### src/rtl/formal_upsizer.sv
// Stream width upsizer: packs IW-bit beats into RATIO-lane words with a lane keep
// mask and last flag. A beat carrying s_last closes the current word early.
module formal_upsizer #(
    parameter int IW    = 32,
    parameter int RATIO = 4
) (
    input  logic                  clk,
    input  logic                  rst,
    input  logic                  s_valid,
    output logic                  s_ready,
    input  logic [IW-1:0]         s_data,
    input  logic                  s_last,
    output logic                  m_valid,
    input  logic                  m_ready,
    output logic [IW*RATIO-1:0]   m_data,
    output logic [RATIO-1:0]      m_keep,
    output logic                  m_last
);

    localparam int OW = IW * RATIO;
    localparam int AW = IW * (RATIO - 1);
    localparam int CW = (RATIO > 2) ? $clog2(RATIO) : 1;

    logic [CW-1:0]    r_cnt;
    logic [AW-1:0]    r_acc;
    logic [OW-1:0]    r_m_data;
    logic [RATIO-1:0] r_m_keep;
    logic             r_m_last;
    logic             r_m_valid;

    logic             w_accept;
    logic             w_close;
    logic [OW-1:0]    w_acc_ext;
    logic [OW-1:0]    w_word;
    logic [RATIO-1:0] w_keep;
    logic [AW-1:0]    w_acc_next;

    // Ready only depends on the output register and reset, never on s_valid.
    assign s_ready   = !rst && (!r_m_valid || m_ready);
    assign w_accept  = s_valid && s_ready;
    assign w_close   = w_accept && ((r_cnt == CW'(RATIO - 1)) || s_last);
    assign w_acc_ext = {{IW{1'b0}}, r_acc};

    assign m_valid = r_m_valid;
    assign m_data  = r_m_data;
    assign m_keep  = r_m_keep;
    assign m_last  = r_m_last;

    // Assemble the candidate output word and the next accumulator contents.
    always_comb begin
        w_word     = '0;
        w_keep     = '0;
        w_acc_next = r_acc;
        for (int k = 0; k < RATIO; k++) begin
            if (CW'(k) < r_cnt) begin
                w_word[k*IW +: IW] = w_acc_ext[k*IW +: IW];
                w_keep[k]          = 1'b1;
            end else if (CW'(k) == r_cnt) begin
                w_word[k*IW +: IW] = s_data;
                w_keep[k]          = 1'b1;
            end else begin
                w_word[k*IW +: IW] = {IW{1'b0}};
                w_keep[k]          = 1'b0;
            end
        end
        for (int k = 0; k < RATIO - 1; k++) begin
            if (w_accept && !w_close && (CW'(k) == r_cnt)) begin
                w_acc_next[k*IW +: IW] = s_data;
            end else begin
                w_acc_next[k*IW +: IW] = r_acc[k*IW +: IW];
            end
        end
    end

    // Lane counter and accumulator; both clear whenever a word closes.
    always_ff @(posedge clk) begin
        if (rst) begin
            r_cnt <= {CW{1'b0}};
            r_acc <= {AW{1'b0}};
        end else if (w_close) begin
            r_cnt <= {CW{1'b0}};
            r_acc <= {AW{1'b0}};
        end else if (w_accept) begin
            r_cnt <= r_cnt + CW'(1);
            r_acc <= w_acc_next;
        end else begin
            r_cnt <= r_cnt;
            r_acc <= r_acc;
        end
    end

    // Output register: a close replaces the word (even mid-drain); a drain only drops valid.
    always_ff @(posedge clk) begin
        if (rst) begin
            r_m_valid <= 1'b0;
            r_m_data  <= {OW{1'b0}};
            r_m_keep  <= {RATIO{1'b0}};
            r_m_last  <= 1'b0;
        end else if (w_close) begin
            r_m_valid <= 1'b1;
            r_m_data  <= w_word;
            r_m_keep  <= w_keep;
            r_m_last  <= s_last;
        end else if (r_m_valid && m_ready) begin
            r_m_valid <= 1'b0;
            r_m_data  <= r_m_data;
            r_m_keep  <= r_m_keep;
            r_m_last  <= r_m_last;
        end else begin
            r_m_valid <= r_m_valid;
            r_m_data  <= r_m_data;
            r_m_keep  <= r_m_keep;
            r_m_last  <= r_m_last;
        end
    end

endmodule

### config.mk
export PLATFORM = sky130hd
export DESIGN_NAME = formal_upsizer
export DESIGN_NICKNAME = d
export VERILOG_FILES = /design/src/rtl/formal_upsizer.sv
export SDC_FILE = /design/constraint.sdc
export NUM_CORES = 1
export LEC_CHECK = 0
export BUFFER_PORTS_ARGS = -buffer_cell sky130_fd_sc_hd__buf_2
export CAP_MARGIN = 20
export CORE_MARGIN = 5
export CORE_UTILIZATION = 56
export DETAILED_ROUTE_END_ITERATION = 10
export GPL_TIMING_DRIVEN = 0
export PLACE_DENSITY = 0.79
export SLEW_MARGIN = 25
export SYNTH_ARGS = -nofsm -noshare
export SYNTH_HDL_FRONTEND = slang
export SYNTH_SLANG_ARGS = --single-unit
### constraint.sdc
create_clock -name clk -period 3.1 [get_ports clk]
set_input_delay 0.31 -clock clk [delete_from_list [all_inputs] [get_ports clk]]
set_output_delay 0.31 -clock clk [all_outputs]
set_load 0.03 [all_outputs]
==> After elaboration in Yosys (flattened, before gate mapping) <==
Cells that the tools add are included.
{ "word_totals": {"input_bits": 37, "regBits": 232, "elab_cells": 54, "out_inout_bits": 135, "n_memories": 0, "latchBits": 0, "mem_bits_rw": 0, "mem_bits_ro": 0} }
{ "op_classes": {"n_eq_ne": 4, "mux": 18, "n_reduce_logical": 19, "n_mul": 0, "bitwise": 0, "shift": 0, "n_div": 0, "add_sub_neg": 1, "order_cmp": 4} }
{ "ops": {"columns": ["cell", "n"], "rows": [
  ["2-to-1 mux 32 bit", 8],
  ["2-to-1 mux 1 bit", 10],
  ["logical AND 1 bit", 8],
  ["AND reduction 2 bit", 3],
  ["== test 2 bit (first input constant)", 2],
  ["less-than comparator 1 x 2 -> 1 bit (first input constant)", 2],
  ["less-than comparator 2 bit (first input constant)", 2],
  ["logical NOT 1 bit", 3],
  ["adder 2 x 1 -> 2 bit (second input constant)", 1],
  ["== test 1 x 2 -> 1 bit (first input constant)", 1],
  ["== test 2 bit (second input constant)", 1],
  ["logical NOT 2 bit", 1],
  ["logical OR 1 bit", 2],
  ["nonzero test 2 bit", 1],
  ["OR reduction 2 bit", 1]
]} }

==> Logic depth before layout (Yosys ltp) <==
{ "depth": {"word_depth": 9, "ltp_mapped": 10, "mapped_depth_nobuf": 5} }

==> Worst setup path after synthesis <==
OpenSTA, ideal clock, no wires.
{ "synth_path": {"path_kind": "register to register", "from": "reg r_cnt[1]", "to": "reg r_acc[10]", "setup_ns": 0.132, "path_stages_with_launch": 11, "arrival_ns": 2.199, "required_ns": 2.968, "setup_slack_ns": 0.768, "period_less_slack_ns": 2.332, "n_path_buf": 5, "path_cell_list": "dfxtp_1 > clkbuf_1 > inv_1 > clkbuf_1 > ha_1 > buf_2 > or3b_1 > clkbuf_1 > clkbuf_1 > o31ai_1 > a21oi_1"} }
{ "synth_between": {"elab_chain_cells": 7, "word_cells_on_any_way": 9, "classes_between": "eq/ne (1); reduce/logical (8)"} }
{ "synth_rtl": {"columns": ["element", "line_no", "source"], "rows": [
  ["start: declaration", "24", "logic [CW-1:0] r_cnt;"],
  ["start signal: assignment", "78", "r_cnt <= {CW{1'b0}};"],
  ["start signal: assignment", "81", "r_cnt <= {CW{1'b0}};"],
  ["start signal: assignment", "84", "r_cnt <= r_cnt + CW'(1);"],
  ["== test 2 bit", "41", "assign w_close = w_accept && ((r_cnt == CW'(RATIO - 1)) || s_last);"],
  ["logical OR 1 bit", "41", null],
  ["logical AND 1 bit", "41", null],
  ["logical NOT 1 bit", "67", "if (w_accept && !w_close && (CW'(k) == r_cnt)) begin"],
  ["logical AND 1 bit (2 in series)", "67", null],
  ["AND reduction 2 bit (no source line)", null, null],
  ["end signal: assignment", "79", "r_acc <= {AW{1'b0}};"],
  ["end signal: assignment", "82", "r_acc <= {AW{1'b0}};"],
  ["end signal: assignment", "85", "r_acc <= w_acc_next;"],
  ["end: declaration", "25", "logic [AW-1:0] r_acc;"]
]} }
Several ways; a longest one is shown, not always the timed one.
A chain may end at the register's enable or synchronous reset.

==> Final worst setup path <==
{ "layout_path": {"from": "reg r_cnt[1]", "to": "reg r_acc[5]"} }
The elaborated chain is that of the path after synthesis.

==> results.toml <==
[run_status]
status = "finished clean"

[detailed_routing]
drtIter0Drc = 1112
wl_per_cell_um = 23.62
drc_errors = 0
final_antenna_net_count = 0
drt_wl_total_um = 36780
num_vias = 10560
first_pass_iters = 5
viasPerCell = 6.784

[sta]
timing.fmax_ghz = 0.3500
final_hold_viol_count = 0
setup_slack_ns = 0.2429
rsz0062_at_grt = "no"
final.period_utilization_pct = 92.16
tightestPinTransition_ns = 0.8530
clock_skew_ns = 0.008142
finalCriticalPeriod_ns = 2.857
max_slew_margin_pct = 43.13
setup_viol = 0
maxSlewViolCount = 0
finalSetupTns_ns = 0

[worst_setup_path]
slowest_stage = "or3b_1"
endpoint_kind = "register"
worstSetupPathType = "reg2reg"
arrival_ns = 3.24
cp.required_ns = 3.48
critPathBufInv = 6
worstPathCellList = "clkbuf_1, inv_1, clkbuf_2, ha_1, buf_2, or3b_1, clkbuf_1, clkbuf_1, o31ai_1, a21oi_1"
crit_path_max_fanout = 12
critical-path-top-delay-family = "buffers and inverters"
r2r_setup_slack_ns = 0.24
worst_path_most_repeated_cell = "clkbuf_1"
worst_setup_path_start_kind = "register"
cpPeakStageDelay_ns = 0.36

[clock_network]
cts_hold_buf = 0
ctsResizeCount = 0
clk_latency_ns = 0.52
cts_inserted_buffers = 25
cts_tree = "built"
cts_root_buf = "clkbuf_16"
clockBufferDepth = 3
cts_setup_buffers = 0
clkTransAtPathRegs_ns = 0.06
htreeDepth = 1
clock-sinks = 232

[yosys]
syn_nets = 1156
ys_seq_elements = 232
netlist_instances = 1113
synth-seq-area-share_pct = 45.18
ys_warn_count = 0
synth_cell_type_count = 34
syn_area_um2 = 10280
avgSynthCellArea_um2 = 9.236

[placed_design]
io_buffers = 170
dp_cells = 1513
dp_hpwl_um = 25680
routabilityCongestion = 0.9583
dp_slack_ns = 0.1072

[floorplanning]
fp.coreArea_um2 = 18020
start_util_pct = 57.03
pin_count = 172
dieArea_um2 = 21170
dieWidth_um = 145.5
die-height_um = 145.5
rows = 49

[layout]
layout-drive-gt1-share_pct = 23.64
instances_no_fill = 1557
areaGrowthSynthToFinish_pct = 19.62
antenna_cells = 0
nNetsFinal = 1354
layout_common_cells = "239 x buf_2, 232 x dfxtp_1, 101 x a21oi_1"
finalCoreUtilization_pct = 68.22
fillers = 1514
mostFrequentLayoutCell = "buf_2"

[global_routing]
grt_max_degree = 14
grt_use_total_pct = 32.54
antenna_found_initial = 0
grt_first_pass_wirelength_um = 56900
grt_pass1_vias = 10170
gr-total-overflow = 0

[power_and_ir_drop]
p_leak_nw = 4.538
powerDensity_nw_per_um2 = 576.7
vdd_drop_max_mv = 0.4747

[flow_run]
drv_cap = 0

[hold_path]
hp-class = "in2reg"
==> where the power goes <==
group | total, mW | internal (mW) | switching [mW]
clock network | 3.13 | 1.91 | 1.22
registers | 3.11 | 3.06 | 0.0472
logic | 0.856 | 0.231 | 0.625
==> sequential cells by signal, indices dropped and copies added (netlist names) <==
name / flops
m_data: 128
r_acc: 96
m_keep: 4
r_cnt: 2
m_last: 1
m_valid: 1
==> cells in the mapped netlist, drive strengths merged <==
library cell | instances | area [um2]
buf | 82 | 454.2
or3b | 3 | 26.28
a31oi | 99 | 634.4
a211oi | 34 | 355.3
o31ai | 96 | 720.7
nand3b | 32 | 240.2
nand4 | 96 | 600.6
a311oi | 64 | 560.5
clkbuf | 82 | 307.8
dfxtp | 232 | 4644
nand2 | 64 | 240.2
nor4 | 1 | 12.51
and3 | 1 | 6.260
a21oi | 101 | 505.5
a22o | 32 | 280.3
a21o | 1 | 7.510
nand2b | 2 | 12.51
nor2b | 2 | 12.51
o21ai | 2 | 10.01
nand3 | 36 | 180.2
ha | 6 | 75.07
inv | 5 | 18.76
a31o | 1 | 8.760
o41ai | 1 | 8.760
nor2 | 2 | 7.510
nor3b | 3 | 22.52
or2 | 1 | 6.260
mux2i | 32 | 320.3
==> path summary, 6_finish.rpt <==
check,from,to,cells past startpoint
max,r_cnt[1]$_SDFFE_PP0P_,r_acc[5]$_SDFFE_PP0P_,10
min,s_data[31],r_acc[95]$_SDFFE_PP0P_,3
max reg2reg,r_cnt[1]$_SDFFE_PP0P_,r_acc[5]$_SDFFE_PP0P_,10
min reg2reg,m_keep[3]$_SDFFE_PP0P_,m_keep[3]$_SDFFE_PP0P_,1
==> layout make-up <==
cell class	count	area, um2	area share (%)
Clock buffer	34	699.4	5.688
Sequential cell	232	4644	37.77
Inverter	5	18.77	0.1526
Tap cell	229	286.5	2.330
Multi-Input combinational cell	712	4868	39.59
Buffer	164	763.2	6.207
Timing Repair Buffer	171	862.1	7.011
Clock inverter	10	153.9	1.252
==> metal layers <==
metal  track usage, %  vias to the layer above  part of all wire [%]
met4            14.93                        0                   4.9
met5                0                        -                     0
li1                 -                     4759                     -
met2            51.52                      641                    45
met3            7.194                      162                    11
met1            42.57                     5000                    39
==> cells by family (layout without fill, tap and decap cells) <==
family,count (synthesis),count (layout),synth area share [%]
AO/OA/AOI/OAI,431,431,30.08
adder cells (fa/ha/maj),6,6,0.7303
buffers and inverters,169,384,7.595
flip-flops,232,232,45.18
multiplexers,32,32,3.116
AND/OR/NAND/NOR,243,243,13.30
==> per-stage QoR <==
step / hold slack, ns / power (mW) / area, um2
detailed placement: 0.4430 / 4.002 / 11440
finish: 0.1431 / 7.092 / 12300
global route: 0.1394 / 7.282 / 12300
floorplan: 0.4355 / 3.692 / 10280
CTS: 0.1330 / 7.070 / 12290
global placement: 0.4295 / 3.991 / 11420
==> worst min-delay path, cell delays in order <==
cell	delay (ns)
buf_2	0.16
nand4_1	0.09
a21oi_1	0.06
Note: power is estimated with default switching activity, not from simulation.
